--- src/rtl/i2c_slave_gen.sv ---
// I2C slave: synchronised bus front end, address match, master-write receive
// and master-read transmit fed from a small TX FIFO.
module i2c_slave_gen #(
    parameter logic [6:0] SLAVE_ADDR  = 7'b1111000,
    parameter int         FIFO_DEPTH  = 4,
    parameter int         SYNC_STAGES = 2
) (
    input  logic                               clk,
    input  logic                               rst,
    input  logic                               scl,
    input  logic                               sda_in,
    input  logic                               write_enable,
    input  logic [7:0]                         write_data,
    output logic                               sda_out,
    output logic                               fifo_empty,
    output logic                               fifo_full,
    output logic [$clog2(FIFO_DEPTH+1)-1:0]    fifo_count,
    output logic [7:0]                         rx_data,
    output logic                               rx_valid,
    output logic                               busy
);

    localparam int PW = $clog2(FIFO_DEPTH);
    localparam int CW = $clog2(FIFO_DEPTH + 1);

    typedef enum logic [2:0] {
        IDLE, ADDR, ADDR_ACK, TX_BYTE, TX_ACKCHK, RX_BYTE, RX_ACK, WAIT_STOP
    } state_e;

    logic [SYNC_STAGES-1:0] scl_sync_q, sda_sync_q;
    logic                   scl_prev_q, sda_prev_q;
    logic                   scl_s, sda_s;
    logic                   scl_rise, scl_fall, sda_rise, sda_fall;
    logic                   start_det, stop_det;

    // NOTE: sequential state uses non-blocking (<=) so every flop samples pre-edge values.
    always_ff @(posedge clk) begin
        if (rst) begin
            scl_sync_q <= '1;
            sda_sync_q <= '1;
            scl_prev_q <= 1'b1;
            sda_prev_q <= 1'b1;
        end else begin
            scl_sync_q <= {scl_sync_q[SYNC_STAGES-2:0], scl};
            sda_sync_q <= {sda_sync_q[SYNC_STAGES-2:0], sda_in};
            scl_prev_q <= scl_sync_q[SYNC_STAGES-1];
            sda_prev_q <= sda_sync_q[SYNC_STAGES-1];
        end
    end

    assign scl_s     = scl_sync_q[SYNC_STAGES-1];
    assign sda_s     = sda_sync_q[SYNC_STAGES-1];
    assign scl_rise  =  scl_s & ~scl_prev_q;
    assign scl_fall  = ~scl_s &  scl_prev_q;
    assign sda_rise  =  sda_s & ~sda_prev_q;
    assign sda_fall  = ~sda_s &  sda_prev_q;
    assign start_det = sda_fall & scl_s;
    assign stop_det  = sda_rise & scl_s;

    // TX FIFO
    logic [7:0]    mem_q [FIFO_DEPTH];
    logic [PW-1:0] wr_ptr_q, rd_ptr_q;
    logic [CW-1:0] count_q;
    logic          pop, pop_ok, push_ok;
    logic [7:0]    fifo_head;

    assign fifo_empty = (count_q == '0);
    assign fifo_full  = (count_q == CW'(FIFO_DEPTH));
    assign fifo_count = count_q;
    assign fifo_head  = mem_q[rd_ptr_q];
    assign pop_ok     = pop && !fifo_empty;
    assign push_ok    = write_enable && (!fifo_full || pop_ok);

    always_ff @(posedge clk) begin
        if (rst) begin
            wr_ptr_q <= '0;
            rd_ptr_q <= '0;
            count_q  <= '0;
        end else begin
            if (push_ok) wr_ptr_q <= wr_ptr_q + PW'(1);
            if (pop_ok)  rd_ptr_q <= rd_ptr_q + PW'(1);
            case ({push_ok, pop_ok})
                2'b10:   count_q <= count_q + CW'(1);
                2'b01:   count_q <= count_q - CW'(1);
                default: count_q <= count_q;
            endcase
        end
    end

    // NOTE: storage is not reset; clearing the pointers and count already empties the FIFO.
    always_ff @(posedge clk) begin
        if (push_ok) mem_q[wr_ptr_q] <= write_data;
    end

    // Protocol FSM
    state_e     state_q, state_d;
    logic [2:0] bit_cnt_q, bit_cnt_d;
    logic [7:0] shift_q, shift_d;
    logic [7:0] rx_data_q, rx_data_d;
    logic       rw_q, rw_d, ack_drv_q, ack_drv_d, mack_q, mack_d;
    logic       sda_out_q, sda_out_d, rx_valid_q, rx_valid_d;

    always_ff @(posedge clk) begin
        if (rst) begin
            state_q    <= IDLE;
            bit_cnt_q  <= '0;
            shift_q    <= '0;
            rx_data_q  <= '0;
            rw_q       <= 1'b0;
            ack_drv_q  <= 1'b0;
            mack_q     <= 1'b0;
            sda_out_q  <= 1'b1;
            rx_valid_q <= 1'b0;
        end else begin
            state_q    <= state_d;
            bit_cnt_q  <= bit_cnt_d;
            shift_q    <= shift_d;
            rx_data_q  <= rx_data_d;
            rw_q       <= rw_d;
            ack_drv_q  <= ack_drv_d;
            mack_q     <= mack_d;
            sda_out_q  <= sda_out_d;
            rx_valid_q <= rx_valid_d;
        end
    end

    // NOTE: every always_comb output gets a default first so no path can infer a latch.
    always_comb begin
        state_d    = state_q;
        bit_cnt_d  = bit_cnt_q;
        shift_d    = shift_q;
        rx_data_d  = rx_data_q;
        rw_d       = rw_q;
        ack_drv_d  = ack_drv_q;
        mack_d     = mack_q;
        sda_out_d  = sda_out_q;
        rx_valid_d = 1'b0;
        pop        = 1'b0;

        if (stop_det) begin
            state_d   = IDLE;
            sda_out_d = 1'b1;
        end else if (start_det) begin
            state_d   = ADDR;
            bit_cnt_d = '0;
            sda_out_d = 1'b1;
        end else begin
            case (state_q)
                IDLE: ;
                ADDR: if (scl_rise) begin
                    shift_d   = {shift_q[6:0], sda_s};
                    bit_cnt_d = bit_cnt_q + 3'd1;
                    if (bit_cnt_q == 3'd7) begin
                        rw_d      = sda_s;
                        ack_drv_d = 1'b0;
                        state_d   = (shift_q[6:0] == SLAVE_ADDR) ? ADDR_ACK : WAIT_STOP;
                    end
                end
                // First fall opens the ACK bit, second fall closes it.
                ADDR_ACK: if (scl_fall) begin
                    if (!ack_drv_q) begin
                        if (rw_q && fifo_empty) begin
                            sda_out_d = 1'b1;
                            state_d   = WAIT_STOP;
                        end else begin
                            sda_out_d = 1'b0;
                            ack_drv_d = 1'b1;
                        end
                    end else if (rw_q) begin
                        pop       = 1'b1;
                        shift_d   = fifo_head;
                        sda_out_d = fifo_head[7];
                        bit_cnt_d = '0;
                        state_d   = TX_BYTE;
                    end else begin
                        sda_out_d = 1'b1;
                        bit_cnt_d = '0;
                        state_d   = RX_BYTE;
                    end
                end
                TX_BYTE: if (scl_fall) begin
                    if (bit_cnt_q == 3'd7) begin
                        sda_out_d = 1'b1;
                        state_d   = TX_ACKCHK;
                    end else begin
                        shift_d   = {shift_q[6:0], 1'b0};
                        sda_out_d = shift_q[6];
                        bit_cnt_d = bit_cnt_q + 3'd1;
                    end
                end
                TX_ACKCHK: begin
                    if (scl_rise) begin
                        mack_d = ~sda_s;
                    end else if (scl_fall) begin
                        if (mack_q && !fifo_empty) begin
                            pop       = 1'b1;
                            shift_d   = fifo_head;
                            sda_out_d = fifo_head[7];
                            bit_cnt_d = '0;
                            state_d   = TX_BYTE;
                        end else begin
                            state_d = WAIT_STOP;
                        end
                    end
                end
                RX_BYTE: if (scl_rise) begin
                    shift_d   = {shift_q[6:0], sda_s};
                    bit_cnt_d = bit_cnt_q + 3'd1;
                    if (bit_cnt_q == 3'd7) begin
                        rx_data_d  = {shift_q[6:0], sda_s};
                        rx_valid_d = 1'b1;
                        ack_drv_d  = 1'b0;
                        state_d    = RX_ACK;
                    end
                end
                RX_ACK: if (scl_fall) begin
                    if (!ack_drv_q) begin
                        sda_out_d = 1'b0;
                        ack_drv_d = 1'b1;
                    end else begin
                        sda_out_d = 1'b1;
                        bit_cnt_d = '0;
                        state_d   = RX_BYTE;
                    end
                end
                WAIT_STOP: sda_out_d = 1'b1;
                default:   state_d   = IDLE;
            endcase
        end
    end

    assign sda_out  = sda_out_q;
    assign rx_data  = rx_data_q;
    assign rx_valid = rx_valid_q;
    assign busy     = (state_q != IDLE);

endmodule

--- config.mk ---
export PLATFORM = sky130hd
export DESIGN_NAME = i2c_slave_gen
export DESIGN_NICKNAME = d
export VERILOG_FILES = /design/src/rtl/i2c_slave_gen.sv
export SDC_FILE = /design/constraint.sdc
export NUM_CORES = 1
export LEC_CHECK = 0
export CAP_MARGIN = 20
export CORE_MARGIN = 2
export CORE_UTILIZATION = 52
export DETAILED_ROUTE_END_ITERATION = 12
export HOLD_SLACK_MARGIN = 0.1
export PLACE_DENSITY = 0.77
export SYNTH_ARGS = -nofsm -noshare
export SYNTH_HDL_FRONTEND = slang
export SYNTH_SLANG_ARGS = --single-unit
--- constraint.sdc ---
create_clock -name clk -period 2.95 [get_ports clk]
set_input_delay 0.59 -clock clk [delete_from_list [all_inputs] [get_ports clk]]
set_output_delay 0.59 -clock clk [all_outputs]
set_load 0.1 [all_outputs]
Yosys cells after proc, flatten, opt, wreduce, memory -nomap -nowiden
Memory sizes are Yosys's and may differ from the RTL's. A register that Yosys moved wholly into a read port is not among the register bits.
Cells that the tools add are included.
{"block": "word_totals", "reg_bits": 39, "mem_bits_rw": 32, "wordCells": 186, "memories": 1}
{"name": "mem_q", "words": 4, "width": 8, "rd": 1, "rd_clocked_by_memory_dff": 1, "write_ports": 1, "line": "61", "text": "logic [7:0] mem_q [FIFO_DEPTH];"}
{"block": "op_classes", "n_addsub": 5, "n_eq_ne": 47, "n_mux": 72, "bitwise": 14, "reduce_logical": 30}
{"op": "$mux 3", "count": 25}
{"op": "$mux 7", "count": 9}
{"op": "$ne 3x3->1 const B", "count": 14}
{"op": "$ne 2x2->1 const B", "count": 15}
{"op": "$mux 1", "count": 29}
{"op": "$pmux 7 s4", "count": 1}
{"op": "$reduce_and 13->1", "count": 2}
{"op": "$eq 3x3->1 const B", "count": 6}
{"op": "$pmux 3 s6", "count": 1}
{"op": "$reduce_and 7->1", "count": 2}
{"op": "$pmux 3 s4", "count": 1}
{"op": "$reduce_and 12->1", "count": 1}
{"op": "$reduce_and 10->1", "count": 1}
{"op": "$reduce_and 5->1", "count": 2}
{"op": "$reduce_bool 5->1", "count": 2}
{"op": "$ne 3x1->1 const B", "count": 3}
{"op": "$not 1->1", "count": 8}
{"op": "$eq 7x7->1 const B", "count": 1}
{"op": "$reduce_bool 7->1", "count": 1}
{"op": "$add 3x1->3 const B", "count": 2}
{"op": "$and 1x1->1", "count": 6}
{"op": "$eq 3x2->1 const B", "count": 2}
{"op": "$pmux 3 s2", "count": 1}
{"op": "$reduce_bool 3->1", "count": 2}
{"op": "22 further kinds", "count": 31}

Logic depth before layout (Yosys ltp)
Gate-level depths: netlist of the first run.
{"block": "depth", "depth_word": 14, "ltp_mapped": 11, "mapped_depth_nobuf": 10}

Worst setup path after synthesis of the first run
No wires, ideal clock.
{"block": "synth_path", "path_type": "register to register", "from": "register state_q[0]", "to": "register count_q[2], in the netlist fifo_count[2]", "setup_ns": 0.129, "arrival_ns": 2.685, "required_ns": 2.821, "setup_slack_ns": 0.137, "stages_incl_launch_ff": 12, "n_path_buf": 1, "path_cell_list": "dfxtp_1 -> inv_1 -> ha_1 -> clkbuf_1 -> nand4b_1 -> a21oi_1 -> nand2_1 -> or2_2 -> fa_1 -> nor3b_1 -> nand3b_1 -> a31oi_1"}
{"block": "synth_via", "elab_chain_len": 9, "word_cells_on_any_way": 12, "classes_between": "eq/ne: 4; mux: 4; reduce/logical: 4"}
{"item": "from (decl)", "line": "96", "text": "state_e state_q, state_d;"}
{"item": "from (signal assigned)", "line": "115", "text": "state_q <= state_d;"}
{"item": "$eq 3x3->1 or $eq 3x2->1 (tied branches)", "line": "148", "text": "case (state_q)"}
{"item": "$pmux 1 s2 (*)", "line": "148"}
{"item": "$mux 1 (*)", "line": "143", "text": "end else if (start_det) begin"}
{"item": "$mux 1 (*)", "line": "140", "text": "if (stop_det) begin"}
{"item": "$logic_and 1x1->1 (*)", "line": "71", "text": "assign pop_ok = pop && !fifo_empty;"}
{"item": "$logic_or 1x1->1", "line": "72", "text": "assign push_ok = write_enable && (!fifo_full || pop_ok);"}
{"item": "$logic_and 1x1->1", "line": "72"}
{"item": "$eq 2x1->1 or $eq 2x2->1 (tied branches)", "line": "82", "text": "case ({push_ok, pop_ok})"}
{"item": "$pmux 3 s2 or $reduce_bool 2->1 (tied branches)"}
{"item": "to (signal assigned)", "line": "83", "text": "2'b10: count_q <= count_q + CW'(1);"}
{"item": "to (signal assigned)", "line": "84", "text": "2'b01: count_q <= count_q - CW'(1);"}
{"item": "to (signal assigned)", "line": "85", "text": "default: count_q <= count_q;"}
{"item": "to (decl)", "line": "63", "text": "logic [CW-1:0] count_q;"}
Mark *: on every way between the ends. The rest lies on a longest branch, timed or not.
A chain may end at the register's enable or synchronous reset.

Final worst setup path of the first run
Same ends and word-level chain as after synthesis.

==> results of run 1 <==
worst max-delay path: cells and delay by family (launching register included):
family / cells / cell delay [ps]
compound gates: 2 / 280
flops: 1 / 340
buf+inv: 1 / 120
fa+ha+maj: 2 / 770
simple gates: 5 / 870
stage by stage:
step	hold slack [ps]	worst slack [ps]	total power, mW	std cells	cell area [µm²]
finish	425	465	2.97	425	3960
global route	441	240	3.12	425	3960
CTS	433	462	2.99	425	3960
detailed placement	413	466	2.16	409	3750
global placement	392	539	2.14	409	3750
floorplan	389	137	1.98	316	3470
power groups by stage:
stage	Clock [mW]	Combinational (mW)	Sequential, mW
4_1_cts	0.844	0.928	1.21
2_1_floorplan	0	0.735	1.25
3_3_place_gp	0	0.910	1.23
3_5_place_dp	0	0.926	1.24
5_1_grt	0.879	1.02	1.23
6_report	0.821	0.938	1.21
logic make-up (layout without fill, tap and decap cells):
| kind of cell | count (synthesis) | in the layout | share of synthesized area |
|---|---|---|---|
| and+or+nand+nor | 96 | 96 | 0.145 |
| xor gates and xnor gates | 5 | 5 | 0.0126 |
| AOI/OAI and AO/OA | 69 | 69 | 0.129 |
| DFF | 73 | 73 | 0.514 |
| buffers and inverters | 34 | 66 | 0.0462 |
| adders and majority gates | 11 | 11 | 0.0419 |
| muxes | 28 | 28 | 0.112 |
synthesized netlist by cell type, types with 2 or more instances:
library cell | count | area (µm²)
nand2_1 | 12 | 45.0
nand2b_1 | 6 | 37.5
nand3b_1 | 5 | 37.5
nor2_1 | 32 | 120
ha_1 | 10 | 125
mux2i_1 | 18 | 180
a211oi_1 | 2 | 15.0
o21a_1 | 2 | 15.0
inv_1 | 16 | 60.1
mux4_2 | 8 | 180
nor3b_1 | 2 | 15.0
xnor2_1 | 3 | 26.3
o211ai_1 | 2 | 15.0
dfxtp_1 | 41 | 821
edfxtp_1 | 32 | 961
buf_2 | 2 | 10.0
nand3_1 | 9 | 45.0
clkbuf_1 | 11 | 41.3
a31oi_1 | 2 | 12.5
o21bai_1 | 2 | 15.0
buf_6 | 4 | 45.0
o21ai_0 | 19 | 95.1
or2_2 | 7 | 43.8
xor2_1 | 2 | 17.5
and2_1 | 6 | 37.5
o31ai_1 | 4 | 30.0
nand4_1 | 2 | 12.5
a21o_1 | 2 | 15.0
o32a_1 | 2 | 20.0
a211o_1 | 2 | 17.5
or3_1 | 8 | 50.1
a22o_1 | 3 | 26.3
a21oi_1 | 19 | 95.1
registers in the layout, indices dropped and copies added (netlist names), 3 cells and up, named ones only:
signal      flops
bit_cnt_q       3
fifo_count      3
mem_q          32
rx_data         8
shift_q         7
state_q         3
metal layers:
metal  routed length [µm]  track usage  share of wire
met5                    0            0              0
met4                  150       0.0909          0.022
met3                  222       0.0443          0.033
met2                 3300        0.299           0.48
met1                 3150        0.269           0.46
final timing paths:
| check | startpoint | to | depth (start not counted) |
|---|---|---|---|
| worst max-delay path | state_q[0] | fifo_count[2] | 10 |
| worst min-delay path | scl_sync_q[0] | scl_sync_q[1] | 1 |
| worst max register to register | state_q[0] | fifo_count[2] | 10 |
| worst min register to register | scl_sync_q[0] | scl_sync_q[1] | 1 |
final cells by class:
class	count	share of cell area
timing repair buffer	34	0.0721
multi-input combinational	209	0.385
clock inverter	7	0.0212
clock buffer	9	0.0313
sequential	73	0.450
inverter	16	0.0152
tap	77	0.0244
==> metrics.md, run 1 <==
| Metric | Value |
|---|---|
| CTS tree | `built` |
| Area of the multi-input gates | `approximately 0.0015 mm²` |
| Most used DFF post-synth | `dfxtp_1` |
| Root buf cell | `clkbuf_8` |
| Die Area | `between 0.007 and 0.008 mm²` |
| DP Wirelength | `4680 µm` |
| Critical Path Fanout Max | `8` |
| Sequential fraction of the synthesis area | `0.514` |
| Worst vdd ir | `about 0.00066 V` |
| Vias | `roughly 2.4k` |
| Initial antenna violation count | `0` |
| # hold bufs at CTS | `0` |
| Syn Inst Count | `approximately 320` |
| ANT cells | `0` |
| Outcome | `finished clean` |
| Starting Density | `0.543` |
| Crit share post-route | `0.842` |
| Crit path largest cell delay | `~420 ps` |
| Synth Area per Inst | `11.0 µm²` |
| Syn nets | `340` |
| Leak Pwr | `about 1.6 nW` |
| Syn-to-layout area delta | `14.1%` |
| Reg2Reg Setup Slack | `460 ps` |
| Resized Gates After CTS | `0` |
| Synth warnings | `0` |
| Pwr Density | `~750 mW/mm²` |
| Initial drt markers | `between 150 and 200` |
| Worst EP arrival | `2720 ps` |
| Total track usage | `0.196` |
| Syn Std Cell Area | `between 0.003 and 0.004 mm²` |
| Final Net Count | `367` |
| Filler Cells Inserted | `roughly 520` |
| Kind of critical path | `reg2reg` |
| Final ANT Viol Nets | `0` |
| CTS sink cnt | `73` |
| Internal power | `1.90 mW` |
| Net Switching | `1.08 mW` |
| DRC errors left | `0` |
| Largest net degree at the start of global routing | `31` |
| Fmax | `402 MHz` |
| Core area | `approximately 0.0064 mm²` |
| Clk Latency, worst-skew pair | `~350 ps` |
| Tmin final | `roughly 2500 ps` |
| PortBufs | `28` |
| WP data required | `around 3200 ps` |
| Netlist cell types | `52` |
| Combinational share of power | `0.315` |
| Commonest non-fill, non-tap cells in the layout | `dfxtp_1, nor2_1, edfxtp_1` |
| Post-CTS Repair Setup Buffers | `0` |
| Class of the worst hold path | `reg2reg` |
| TritonRoute pass-1 iters | `4` |
| #FFs+latches synth | `73` |
| Final setup vio count | `0` |
| Die Ht | `roughly 86 µm` |
| Sum Neg Setup Slack | `0 ps` |
| Slew Limit Fails | `0` |
| Critical path, cell by cell | `inv_1, ha_1, nand3_1, a21oi_1, nand2_1, or2_2, fa_1, nor3b_1, nand3b_1, a31oi_1` |
| Number of global-route vias before repair | `roughly 2.2k` |
| Setup crit end kind | `flop` |
| Slowest CP cell | `fa_1` |
| Setup crit start kind | `flop` |
| Reg clk slew, reported paths | `~90 ps` |
| Share of cells above drive strength 1 | `0.167` |
| Max Cap Viol | `0` |
| FF+latch area | `around 0.0018 mm²` |
| Slew at the pin with the worst max-slew slack | `756 ps` |
| Num ports | `29` |
| # H-tree levels | `3` |
| RSZ-0062 raised after global routing | `no` |
| Global-route wire length before repair | `11000 µm` |
| Switching share of power | `0.362` |
| Total CTS buffers | `9` |
| Post-synth ARST share | `0` |
| Bufs on Longest Clock Path | `2` |
| EDFF count, synth | `32` |
| Placer Congestion | `roughly 0.9` |
| Sequential share of power | `0.408` |
| Commonest non-fill, non-tap cell in the layout | `dfxtp_1` |
| Final Hold Vio Count | `0` |
| Clock share of power | `0.276` |
| Slew Limit Headroom | `0.494` |
| Grt ovf | `0` |
| Worst clock skew | `roughly 11 ps` |
| # rows | `29` |
| Routed len/inst | `approximately 16 µm` |
| Die W | `85.6 µm` |
| Final Util | `0.619` |
| Routed WL | `6830 µm` |
| Avg Vias per Cell | `between 5 and 6` |
No activity file was read; power rests on OpenSTA's default activity.
==> run 2: changes to the inputs <==
- CORE_UTILIZATION: 52 -> 57
- PLACE_DENSITY: 0.77 -> 0.8
- clock period: 2.95 -> 2.5 ns (I/O delays scaled with it)
==> metrics.md, run 2 (synthesized netlist as in run 1, its figures left out) <==
| Metric | Value |
|---|---|
| Outcome | `finished clean` |
| WP data required | `2780 ps (-410 ps)` |
| M3 GR Usage | `0.0582 (+0.0140)` |
| Total CTS buffers | `9 (unchanged)` |
| Final Net Count | `374 (+1.9%)` |
| Final Hold Vio Count | `0 (unchanged)` |
| Crit path from | `state_q[1]` |
| Root buf cell | `clkbuf_8` |
| Num ports | `29 (unchanged)` |
| RSZ-0062 raised after global routing | `no` |
| Largest register FFs | `32 (unchanged)` |
| Layer carrying the most global-route usage | `met2` |
| Slew Limit Fails | `0 (unchanged)` |
| DRC errors left | `0 (unchanged)` |
| Fmax | `425 MHz (+5.6%)` |
| Core area | `0.00589 mm² (-7.8%)` |
| Syn-to-layout area delta | `17.9%` |
| # rows | `28 (-3.4%)` |
| Leak Pwr | `1.62 nW (+3.5%)` |
| GR met1 Demand/Resource | `0.272 (+0.00355)` |
| Commonest non-fill, non-tap cells in the layout | `dfxtp_1, nor2_1, edfxtp_1` |
| TritonRoute pass-1 iters | `5 (+1)` |
| Critical Path Fanout Max | `14 (+6)` |
| Hold Crit Depth | `1 (unchanged)` |
| Kind of critical path | `reg2reg` |
| CTS tree | `built` |
| Bufs on Longest Clock Path | `2 (unchanged)` |
| Grt ovf | `0 (unchanged)` |
| Starting Density | `0.589 (+0.0461)` |
| Cells after DPL | `414 (+1.2%)` |
| CTS sink cnt | `73 (unchanged)` |
| Placer Congestion | `0.867 (-3.8%)` |
| PortBufs | `28 (unchanged)` |
| Vias | `2508 (+3.0%)` |
| # H-tree levels | `3 (unchanged)` |
| Share of cells above drive strength 1 | `0.208 (+0.0418)` |
| FF-to-FF Start | `state_q[1]` |
| Largest net degree at the start of global routing | `31 (unchanged)` |
| Commonest non-fill, non-tap cell in the layout | `dfxtp_1` |
| Reg-to-Reg End | `shift_q[3]` |
| Fin worst setup slack | `146 ps (-319 ps)` |
| # hold bufs at CTS | `0 (unchanged)` |
| Die Ht | `82.0 µm (-4.3%)` |
| Max Cap Viol | `0 (unchanged)` |
| Die Area | `0.00672 mm² (-8.4%)` |
| Class of the worst hold path | `reg2reg` |
| Slew Limit Headroom | `0.526 (+0.0324)` |
| Number of global-route vias before repair | `2260 (+1.1%)` |
| Worst vdd ir | `0.000725 V (+10%)` |
| Crit share post-route | `0.942 (+0.0991)` |
| Reg2Reg Setup Slack | `150 ps (-320 ps)` |
| Die W | `82.0 µm (-4.3%)` |
| Final ANT Viol Nets | `0 (unchanged)` |
| Crit path to | `shift_q[3]` |
| Slew at the pin with the worst max-slew slack | `708 ps (-48.4 ps)` |
| Routed WL | `6800 µm (-0.44%)` |
| Global-route wire length before repair | `10700 µm (-3.1%)` |
| Worst clock skew | `8.69 ps (-2.24 ps)` |
| Non-Filler Instances | `430 (+1.2%)` |
| Setup crit start kind | `flop` |
| Initial drt markers | `216 (+32%)` |
| Final Total Pwr | `3.65 mW (+23%)` |
| Worst EP arrival | `2630 ps (-90 ps)` |
| Setup crit end kind | `flop` |
| DP Wirelength | `4870 µm (+4.1%)` |
| Pwr Density | `894 mW/mm² (+19%)` |
| Total track usage | `0.215 (+0.0190)` |
| Placed cell area | `0.00384 mm² (+2.5%)` |
| Biggest register | `mem_q` |
| Cell area after layout | `0.00409 mm² (+3.4%)` |
| Place WS | `16.0 ps (-450 ps)` |
| Initial antenna violation count | `0 (unchanged)` |
| Clk Latency, worst-skew pair | `350 ps (about the same)` |
| Reg clk slew, reported paths | `80 ps (about the same)` |
| ANT cells | `0 (unchanged)` |
| M2 GR Usage | `0.354 (+0.0555)` |
| Worst R2R Path Depth | `7 (-3)` |
| Routed len/inst | `15.8 µm (-1.6%)` |
| Avg Vias per Cell | `5.83 (+1.8%)` |
| Tmin final | `2350 ps (-131 ps)` |
| Final setup vio count | `0 (unchanged)` |
-- run 2: cell count changes in the layout (fill, tap and decap cells not counted), moves of 2 or more --
cell,delta
buf_4,+5
dfxtp_1,-3
dfxtp_2,+3
buf_12,+2
inv_1,-2
inv_6,-2
-- run 2: area by class of cell --
class                      count  area (µm²)
clock buffer                   9         124
clock inverter                 7         103
fill                         439        1800
inverter                      16        63.8
multi-input combinational    209        1560
sequential                    73        1790
tap                           75        93.8
timing repair buffer          41         363
-- run 2: worst min path at each step --
stage               slack (ps)           from            end
finish                     420  scl_sync_q[0]  scl_sync_q[1]
global route               440  scl_sync_q[0]  scl_sync_q[1]
CTS                        420  scl_sync_q[0]  scl_sync_q[1]
detailed placement         400  scl_sync_q[0]  scl_sync_q[1]
global placement           390  sda_sync_q[0]  sda_sync_q[1]
floorplan                  390  scl_sync_q[0]  scl_sync_q[1]
-- run 2: repair_timing --
action                     4_1_cts  5_1_grt
resized for setup                1        5
setup buffers                    0        0
setup endpoints to repair        1        2
cloned                           0        0
-- run 2: layer usage --
metal,part of all wire,up-vias
li1,-,1220
met1,0.44,1201
met2,0.49,77
met3,0.052,10
met4,0.015,0
met5,0,-
-- run 2: per-stage QoR --
stage	setup TNS, ps	hold WS, ps	util
6_report	0	420	0.695
3_3_place_gp	0	394	0.653
4_1_cts	0	421	0.692
3_5_place_dp	0	402	0.653
5_1_grt	0	439	0.695
2_1_floorplan	-44.0	389	-
-- run 2: report_power, final --
group,total [mW],internal (mW),switching (mW)
combinational,1.18,0.474,0.705
sequential,1.43,1.34,0.0893
clock,1.04,0.573,0.469
-- run 2: worst max-delay path: stages (launching register included) --
cell      delay, ps
dfxtp_1         440
inv_1           130
ha_4            200
mux2_4          280
and2_0          160
a2111o_1        540
or3_1           400
a21oi_1         150
==> run 3: changes to the inputs <==
- ABC_AREA: not set -> 0
- SKIP_LAST_GASP: not set -> 1
==> results of run 3 <==
No change in the layout: final DEF, timing and power equal those of run 2.
